### config.mk
export PLATFORM = sky130hd
export DESIGN_NAME = ext_pipe
export DESIGN_NICKNAME = d
export VERILOG_FILES = /design/src/rtl/ext_pkg.sv /design/src/rtl/ext_core.sv /design/src/rtl/ext_pipe.sv
export SDC_FILE = /design/constraint.sdc
export NUM_CORES = 1
export LEC_CHECK = 0
export ABC_AREA = 1
export BUFFER_PORTS_ARGS = -buffer_cell sky130_fd_sc_hd__buf_4
export CAP_MARGIN = 20
export CORE_ASPECT_RATIO = 1.2
export CORE_MARGIN = 5
export CORE_UTILIZATION = 51
export CTS_BUF_LIST = sky130_fd_sc_hd__clkbuf_16
export CTS_CLUSTER_SIZE = 8
export DETAILED_ROUTE_END_ITERATION = 6
export PLACE_DENSITY = 0.8
export REMOVE_ABC_BUFFERS = 1
export SYNTH_ARGS = -nofsm -noshare
export SYNTH_HDL_FRONTEND = slang
export SYNTH_SLANG_ARGS = --single-unit
### constraint.sdc
create_clock -name clk -period 1.75 [get_ports clk]
set_input_delay 0.35 -clock clk [delete_from_list [all_inputs] [get_ports clk]]
set_output_delay 0.35 -clock clk [all_outputs]
set_load 0.01 [all_outputs]
### src/rtl/ext_pkg.sv
// Shared definitions for the extension pipeline: operation encodings,
// operation-select width and small extension helpers.
package ext_pkg;

  localparam int EXT_OP_W = 3;

  localparam logic [EXT_OP_W-1:0] EXT_ZERO = 3'b000;
  localparam logic [EXT_OP_W-1:0] EXT_SIGN = 3'b001;
  localparam logic [EXT_OP_W-1:0] EXT_LUI  = 3'b010;
  localparam logic [EXT_OP_W-1:0] EXT_LB   = 3'b011;
  localparam logic [EXT_OP_W-1:0] EXT_LBU  = 3'b100;
  localparam logic [EXT_OP_W-1:0] EXT_LH   = 3'b101;
  localparam logic [EXT_OP_W-1:0] EXT_LHU  = 3'b110;
  localparam logic [EXT_OP_W-1:0] EXT_LW   = 3'b111;

  function automatic logic [31:0] sext8(input logic [7:0] b);
    return {{24{b[7]}}, b};
  endfunction

  function automatic logic [31:0] zext8(input logic [7:0] b);
    return {24'h000000, b};
  endfunction

  function automatic logic [31:0] sext16(input logic [15:0] h);
    return {{16{h[15]}}, h};
  endfunction

  function automatic logic [31:0] zext16(input logic [15:0] h);
    return {16'h0000, h};
  endfunction

endpackage

### src/rtl/ext_core.sv
// Combinational select/extend logic feeding the first pipeline stage.
// Optional misalignment detection is enabled by defining EXT_PIPE_MISALIGN_EN;
// without it err is constant 0 and loads use only the address bits they need.
module ext_core
  import ext_pkg::*;
#(
  parameter int IMM_WIDTH = 16
) (
  input  logic [EXT_OP_W-1:0] ext_op,
  input  logic [31:0]         din,
  input  logic [1:0]          addr,
  output logic [31:0]         dout,
  output logic                err
);

  // Ones in the immediate field, zeros above it.
  localparam logic [31:0] IMM_MASK = (32'h1 << IMM_WIDTH) - 32'h1;

  logic [7:0]  byte_s;
  logic [15:0] half_s;
  logic [31:0] zimm_s;
  logic [31:0] result_s;

  // Little-endian byte/halfword lane selection and immediate masking.
  always_comb begin
    case (addr)
      2'd0:    byte_s = din[7:0];
      2'd1:    byte_s = din[15:8];
      2'd2:    byte_s = din[23:16];
      2'd3:    byte_s = din[31:24];
      default: byte_s = 8'h00;
    endcase
    half_s = addr[1] ? din[31:16] : din[15:0];
    zimm_s = din & IMM_MASK;
  end

  // Extension result for the selected operation.
  always_comb begin
    case (ext_op)
      EXT_ZERO: result_s = zimm_s;
      EXT_SIGN: result_s = din[IMM_WIDTH-1] ? (zimm_s | ~IMM_MASK) : zimm_s;
      EXT_LUI:  result_s = {din[15:0], 16'h0000};
      EXT_LB:   result_s = sext8(byte_s);
      EXT_LBU:  result_s = zext8(byte_s);
      EXT_LH:   result_s = sext16(half_s);
      EXT_LHU:  result_s = zext16(half_s);
      EXT_LW:   result_s = din;
      default:  result_s = 32'h0000_0000;
    endcase
  end

`ifdef EXT_PIPE_MISALIGN_EN
  logic mis_s;

  // Halfword loads need an even address, word loads a word-aligned one;
  // a misaligned request still flows through with a zero result.
  always_comb begin
    case (ext_op)
      EXT_LH, EXT_LHU: mis_s = addr[0];
      EXT_LW:          mis_s = (addr != 2'b00);
      default:         mis_s = 1'b0;
    endcase
    if (mis_s) begin
      dout = 32'h0000_0000;
      err  = 1'b1;
    end else begin
      dout = result_s;
      err  = 1'b0;
    end
  end
`else
  assign dout = result_s;
  assign err  = 1'b0;
`endif

endmodule

### src/rtl/ext_pipe.sv
// Pipelined extension unit: ext_core result registered through STAGES stage
// registers behind a valid/ready handshake with a global stall.
// Optional feature macro: EXT_PIPE_MISALIGN_EN (misalignment err flag).
module ext_pipe
  import ext_pkg::*;
#(
  parameter int IMM_WIDTH = 16,
  parameter int STAGES    = 1
) (
  input  logic                clk,
  input  logic                rst,
  input  logic                in_valid,
  output logic                in_ready,
  input  logic [EXT_OP_W-1:0] extOp,
  input  logic [31:0]         din,
  input  logic [1:0]          addr,
  output logic                out_valid,
  input  logic                out_ready,
  output logic [31:0]         dout,
  output logic                err
);

  logic [31:0] core_dout;
  logic        core_err;

  logic [STAGES-1:0]       valid_q, valid_d;
  logic [STAGES-1:0][31:0] dout_q,  dout_d;
  logic [STAGES-1:0]       err_q,   err_d;
  logic                    stall_s;

  ext_core #(.IMM_WIDTH(IMM_WIDTH)) u_core (
    .ext_op (extOp),
    .din    (din),
    .addr   (addr),
    .dout   (core_dout),
    .err    (core_err)
  );

  // The whole pipe freezes when the last stage holds an unconsumed result.
  assign stall_s   = valid_q[STAGES-1] && !out_ready;
  assign in_ready  = !stall_s;
  assign out_valid = valid_q[STAGES-1];
  assign dout      = dout_q[STAGES-1];
  assign err       = err_q[STAGES-1];

  // Next-state for all stages: shift forward when free, hold when stalled.
  // Bubbles carry a zero payload so idle outputs stay deterministic.
  always_comb begin
    valid_d = valid_q;
    dout_d  = dout_q;
    err_d   = err_q;
    if (!stall_s) begin
      valid_d[0] = in_valid;
      dout_d[0]  = in_valid ? core_dout : 32'h0000_0000;
      err_d[0]   = in_valid & core_err;
      for (int i = 1; i < STAGES; i++) begin
        valid_d[i] = valid_q[i-1];
        dout_d[i]  = dout_q[i-1];
        err_d[i]   = err_q[i-1];
      end
    end else begin
      valid_d = valid_q;
      dout_d  = dout_q;
      err_d   = err_q;
    end
  end

  // Stage registers; reset discards everything in flight.
  always_ff @(posedge clk or posedge rst) begin
    if (rst) begin
      valid_q <= '0;
      dout_q  <= '0;
      err_q   <= '0;
    end else begin
      valid_q <= valid_d;
      dout_q  <= dout_d;
      err_q   <= err_d;
    end
  end

endmodule

Word-level counts from Yosys, hierarchy flattened --
Cells that the tools add are included.
Word-level totals: bits in registers 33, output and inout port bits 35
Operators by class: eq/ne operators 10, mux-type cells 5, reductions and logical operators 5
Operators by type and width (number):
- $pmux 32 s8 | 1
- $mux 32 | 2
- $pmux 8 s4 | 1
- $mux 16 | 1
- $eq 3x3->1 const B | 4
- $eq 3x2->1 const B | 2
- $eq 2x2->1 const B | 2
- $eq 3x1->1 const B | 1
- $logic_not 3->1 | 1
- $eq 2x1->1 const B | 1
- $logic_not 1->1 | 2
- $logic_not 2->1 | 1
- $logic_and 1x1->1 | 1

Logic depth before layout (Yosys ltp) --
Gate-level depths: netlist (run 1).
depth after elaboration 4, mapped depth 10, mapped depth without buffers 9

By module --
A second synthesis (run 1) with hierarchy kept.
Unflattened totals: cells, all modules 454, area total of the unflattened synthesis 2842.7 um^2
By module, submodules not included:
- ext_pipe | cells an instance 218, area an instance 1696.6 um^2, times used 1, seq. area each 850.8 um^2
- ext_core | cells an instance 236, area an instance 1146.1 um^2, times used 1, seq. area each 0.0 um^2

Least setup slack after synthesis (run 1) --
No wires, ideal clock.
path kind reg2out, from register valid_q (netlist: out_valid), to output port in_ready, setup slack 0.322 ns, cell stages (with the launch flop) 5, arrival 1.078 ns, data required time 1.400 ns, path through dfrtp_1 inv_1 nor2_1 clkbuf_1 inv_1
Between the ends: word-level cells in the longest chain between the ends 2
RTL lines:
- start, declared | line ext_pipe.sv:26 | logic [STAGES-1:0] valid_q, valid_d;
- start signal, assigned | line ext_pipe.sv:75 | valid_q <= valid_d;
- $logic_and 1x1->1 | line ext_pipe.sv:40 | assign stall_s = valid_q[STAGES-1] && !out_ready;
- $logic_not 1->1
- end, declared | line ext_pipe.sv:13 | output logic in_ready,
Every way passes these cells.

Worst setup path after layout (run 1) --
from register valid_q (netlist: out_valid), to register dout_q, in the netlist dout[15]
Between the ends: word-level cells in the longest chain between the ends 1
RTL lines:
- $logic_and 1x1->1 | line ext_pipe.sv:40
- end signal, assigned | line ext_pipe.sv:76 | dout_q <= dout_d;
- end, declared | line ext_pipe.sv:27 | logic [STAGES-1:0][31:0] dout_q, dout_d;
Every way passes these cells. A chain may end at the register's enable or synchronous reset.

==> impl_metrics.json, run 1 <==
{
  "cts_root_buffer": "clkbuf_16",
  "hold_viol": 0,
  "fin_ws_ns": 0.151,
  "rsz0062_at_grt": "no",
  "ys_types": 25,
  "synth_cells": 356,
  "antenna_cells": 0,
  "clock_sinks": 33,
  "fillers": 418,
  "ios": 76,
  "synthXorXnorAreaFrac_pct": 0,
  "grt_pass1_vias": 2512,
  "crit_required_ns": 1.96,
  "port_buffers": 74,
  "clock_skew_ns": 0.00550,
  "ys.warnings.count": 0,
  "holdWs_ns": 0.180,
  "ctsLongestPathBuffers": 2,
  "die_h_um": 83.6,
  "power_frac_clock_pct": 35.5,
  "setup_viol": 0,
  "grtUsageTotal_pct": 23.8,
  "fmax_mhz": 626,
  "area_growth_pct": 31.2,
  "post_cts_resized": 0,
  "setup_tns_ns": 0,
  "first_pass_iters": 4,
  "comb_power_share_pct": 26.0,
  "clk_latency_ns": 0.27,
  "cp.arrival_ns": 1.81,
  "dpl_cell_area_um2": 2890,
  "grt_pass1_wl_mm": 11.6,
  "htree_levels": 2,
  "p_seq_share_pct": 38.5,
  "postCtsSetupBuffers": 0,
  "worst-setup-path-type": "reg -> reg",
  "startpoint_type": "flop",
  "drt_iter0_markers": 230,
  "hp-class": "in -> async",
  "layout_commonest_cell": "nand2_1",
  "gr-total-overflow": 0,
  "layout.nets": 470,
  "ctsHoldBuffers": 0,
  "syn_area_per_cell_um2": 6.46,
  "fin_crit_ns": 1.60,
  "cp_max_fo": 28,
  "leakage_nw": 1.75,
  "cts_tree": "done",
  "synth_mux_area_share_pct": 0,
  "netlist_area_um2": 2300,
  "drv_slew": 0,
  "ant_nets": 0,
  "mostFrequentLayoutCells": "161 x nand2_1, 82 x buf_4, 55 x nand3_1",
  "cts_buffers": 5,
  "drive_gt1_share_pct": 23.3,
  "start_util_pct": 53.2,
  "ys_seq_elements": 33,
  "relSlewSlack_pct": 60.7,
  "route.detailed.drc": 0,
  "netSwitchingPower_w": 0.000665,
  "die_w_um": 71.3,
  "core-area_um2": 4330,
  "avgViaCountPerCell": 5.27,
  "vdd_drop_max_mv": 0.381,
  "post_drt_wl_per_cell_um": 14.0,
  "tightest_slew_ns": 0.588,
  "drt-total-wl_mm": 6.81,
  "synth-adder-area-share_pct": 0,
  "yosys.area_share.simple_pct": 46.1,
  "synth_seq_area_share_pct": 35.9,
  "synth-compound-area-share_pct": 8.43,
  "maxCapViolations": 0,
  "power_density_nw_per_um2": 748,
  "dpl.hpwl_mm": 4.93,
  "place_congestion": 0.870,
  "final_cell_area_um2": 3020,
  "path_clk_slew_ns": 0.05,
  "dieArea_um2": 5960,
  "fin_crit_sh_pct": 91.4,
  "p_int_w": 0.00159,
  "antenna_found_initial": 0,
  "p_sw_share_pct": 29.4,
  "run_status": "completed",
  "synth_top_family_by_area": "simple AND/OR/NAND/NOR gates",
  "rows": 26,
  "grt_max_degree": 34,
  "pre_cts_ws_ns": 0.0608,
  "dr_total_vias": 2556,
  "endpoint_kind": "flop"
}
## registers in the layout, summed over array words and instances (netlist names)
register,cells
dout,32
out_valid,1
## cells by family after synthesis
logic type             after synthesis
AO/OA/AOI/OAI                       36
other                                1
flip-flops                          33
buffers and inverters               46
AND/OR/NAND/NOR                    240
## worst max-delay path, stage by stage (launching register included)
cell and delay (ns):
dfrtp_1 0.37, inv_1 0.06, nor2_2 0.04, nor2_1 0.14, inv_1 0.12, nor2_4 0.47, o21ai_0 0.21, nand2_1 0.11
## synthesized netlist by cell type, drive strengths merged
master    n  area [um^2]
buf      12         88.8
nand3    56          293
clkbuf    4         15.0
a32oi     1         8.76
conb      1         3.75
a21oi     2         10.0
and2      4         25.0
inv      30          113
nor3      1         16.3
nor2      7         43.8
a21boi    1         7.51
o211ai    3         22.5
nand2   164          633
nand4     8         50.1
o21ai    29          145
dfrtp    33          826
## power groups by stage
stage	Clock (W)	Combinational (W)	Sequential (W)
finish	0.000801	0.000588	0.000870
global route	0.000850	0.000653	0.000882
CTS	0.000818	0.000589	0.000870
detailed placement	0	0.000585	0.000881
global placement	0	0.000578	0.000880
floorplan	0	0.000254	0.000914
## cell type report
class	instances	area [um^2]	share of cell area, %
clock inverters	2	7.51	0.249
flip-flops and latches	33	826	27.4
multi-input cells	277	1260	41.8
well taps	56	70.1	2.32
clock buffers	5	125	4.15
repair buffers	82	616	20.4
inverters	30	113	3.73
## layer usage
| metal | vias up | wire length [um] | global-route usage (%) | part of all wire, % |
|---|---|---|---|---|
| met1 | 1156 | 2670 | 28.2 | 39 |
| met4 | 0 | 129 | 7.86 | 1.9 |
| met3 | 15 | 441 | 4.70 | 6.5 |
| met2 | 95 | 3570 | 42.3 | 52 |
| li1 | 1290 | - | - | - |
| met5 | - | 0 | 0 | 0 |
## worst paths after layout
| kind | start | end | slack (ns) | depth (start not counted) |
|---|---|---|---|---|
| worst min-delay path | rst | dout[6] | 0.18 | 3 |
| worst max register to register | out_valid | dout[15] | 0.15 | 7 |
| worst max-delay path | out_valid | dout[15] | 0.15 | 7 |
| max in group asynchronous | rst | dout[11] | 1.27 | 3 |
| worst min register to register | dout[24] | dout[24] | 0.48 | 2 |
| min in group clk | in_valid | out_valid | 0.28 | 3 |
## through the flow
| stage | cells | util (%) | total power, W |
|---|---|---|---|
| floorplan | 340 | - | 0.00117 |
| global placement | 478 | 66.7 | 0.00146 |
| detailed placement | 478 | 66.7 | 0.00147 |
| CTS | 485 | 69.8 | 0.00228 |
| global route | 485 | 69.8 | 0.00238 |
| finish | 485 | 69.8 | 0.00226 |
No activity file was read; power rests on OpenSTA's default activity.
==> run 2, diff against run 1 <==
--- a/config.mk
+++ b/config.mk
@@ -15,7 +15,6 @@
 export CTS_CLUSTER_SIZE = 8
 export DETAILED_ROUTE_END_ITERATION = 6
 export PLACE_DENSITY = 0.8
-export REMOVE_ABC_BUFFERS = 1
 export SYNTH_ARGS = -nofsm -noshare
 export SYNTH_HDL_FRONTEND = slang
 export SYNTH_SLANG_ARGS = --single-unit
==> run 2 against run 1 <==
  * Global-route usage up 1.8 points
  * Via count is 5.3% higher
  * Combinational power up 3%
  * Wire length is 8.0% higher
  * Final area is 0.91% higher
  * Hold slack lost 0.015 ns
  * Sequential power about the same
==> impl_metrics.json, run 2 (synthesis results as in run 1) <==
{
  "run_status": "completed",
  "fin_crit_sh_pct": 94.8,
  "slowest_delay_ns": 0.56,
  "route.detailed.drc": 0,
  "port_buffers": 74,
  "leakage_nw": 1.77,
  "grtUsageTotal_pct": 25.6,
  "die_w_um": 71.3,
  "ios": 76,
  "place_congestion": 0.933,
  "ctsHoldBuffers": 0,
  "grt_pass1_wl_mm": 12.3,
  "rows": 26,
  "synth_nets": 397,
  "drt-total-wl_mm": 7.35,
  "ant_nets": 0,
  "cp.arrival_ns": 1.87,
  "tightest_slew_ns": 0.654,
  "clock_skew_ns": 0.00180,
  "crit_required_ns": 1.97,
  "grt_max_degree": 34,
  "dr_total_vias": 2692,
  "hp-class": "in -> async",
  "grt_pass1_vias": 2645,
  "worst-setup-path-type": "reg -> reg",
  "crit_family": "simple AND/OR/NAND/NOR gates",
  "postCtsSetupBuffers": 0,
  "fin_util_pct": 70.4,
  "hold_viol": 0,
  "cts_buffers": 5,
  "core-area_um2": 4330,
  "first_pass_iters": 5,
  "dieArea_um2": 5960,
  "cp_cell_sequence": "inv_1, nor2_2, nor2_1, inv_1, nor2_2, o21ai_0, nand2_1",
  "power_density_nw_per_um2": 757,
  "layout_commonest_cell": "nand2_1",
  "clock_sinks": 33,
  "post_drt_wl_per_cell_um": 15.0,
  "dpl.hpwl_mm": 5.53,
  "cp.buffers_inverters": 2,
  "drv_slew": 0,
  "drt_iter0_markers": 137,
  "cts_tree": "done",
  "layout.nets": 473,
  "start_util_pct": 53.2,
  "fin_crit_ns": 1.66,
  "maxCapViolations": 0,
  "post_cts_resized": 0,
  "rsz0062_at_grt": "no",
  "vdd_drop_max_mv": 0.530,
  "path_depth": 7,
  "antenna_cells": 0,
  "ff2ff_path_depth": 7,
  "htree_levels": 2,
  "cp_max_fo": 14,
  "path_clk_slew_ns": 0.05,
  "drive_gt1_share_pct": 24.2,
  "ctsLongestPathBuffers": 2,
  "fmax_mhz": 603,
  "setup_tns_ns": 0,
  "largest_reg_flops": 32,
  "clk_latency_ns": 0.28,
  "cts_root_buffer": "clkbuf_16",
  "relSlewSlack_pct": 56.4,
  "startpoint_type": "flop",
  "endpoint_kind": "flop",
  "critPathSlowestCell": "nor2_2",
  "mostFrequentLayoutCells": "161 x nand2_1, 84 x buf_4, 55 x nand3_1",
  "avgViaCountPerCell": 5.51,
  "gr-total-overflow": 0,
  "die_h_um": 83.6,
  "area_growth_pct": 32.4,
  "setup_viol": 0,
  "antenna_found_initial": 0
}
==> run 2: worst reg2reg max path, delay by kind of cell (launching register included) <==
family / cells / cell delay (ns)
AO/OA/AOI/OAI: 1 / 0.20
AND/OR/NAND/NOR: 4 / 0.81
flip-flops: 1 / 0.37
buffers and inverters: 2 / 0.21
==> run 2: layout make-up <==
cell class,instances,area [um^2]
fill,421,1280
inverter,30,113
tap,56,70.1
clock buffer,5,125
sequential,33,826
multi-input combinational,278,1270
timing repair buffer,84,631
clock inverter,3,13.8
==> run 2: per-layer routing <==
layer	GRT usage (%)	share of wire, %	vias up
met2	41.8	49	128
li1	-	-	1295
met3	5.42	8.2	21
met1	32.1	40	1248
met4	11.1	3.0	0
met5	0	0	-
==> run 2: power by group <==
| group | leakage, nW | internal, W | total [W] | switching [W] |
|---|---|---|---|---|
| combinational | 1.26 | 0.000257 | 0.000605 | 0.000348 |
| clock | 0.0748 | 0.000515 | 0.000827 | 0.000312 |
| sequential | 0.439 | 0.000833 | 0.000872 | 0.0000390 |
| total | 1.77 | 0.00161 | 0.00230 | 0.000699 |
==> run 2: per-stage QoR <==
| stage | total power, W | cell area (um^2) | std cells | hold slack, ns | setup slack, ns |
|---|---|---|---|---|---|
| global placement | 0.00147 | 2900 | 480 | 0.464 | 0.186 |
| detailed placement | 0.00148 | 2900 | 480 | 0.466 | 0.148 |
| floorplan | 0.00120 | 2300 | 356 | 0.462 | 0.322 |
| finish | 0.00230 | 3050 | 489 | 0.165 | 0.0912 |
| CTS | 0.00230 | 3040 | 488 | 0.175 | 0.182 |
| global route | 0.00242 | 3050 | 489 | 0.206 | 0.00722 |
==> run 2: path summary, 6_finish.rpt <==
path | startpoint | to | slack, ns
min | rst | dout[17] | 0.16
max reg2reg | out_valid | dout[18] | 0.09
max | out_valid | dout[18] | 0.09
max in group asynchronous | rst | dout[14] | 1.28
min in group clk | in_valid | out_valid | 0.28
min reg2reg | dout[31] | dout[31] | 0.48
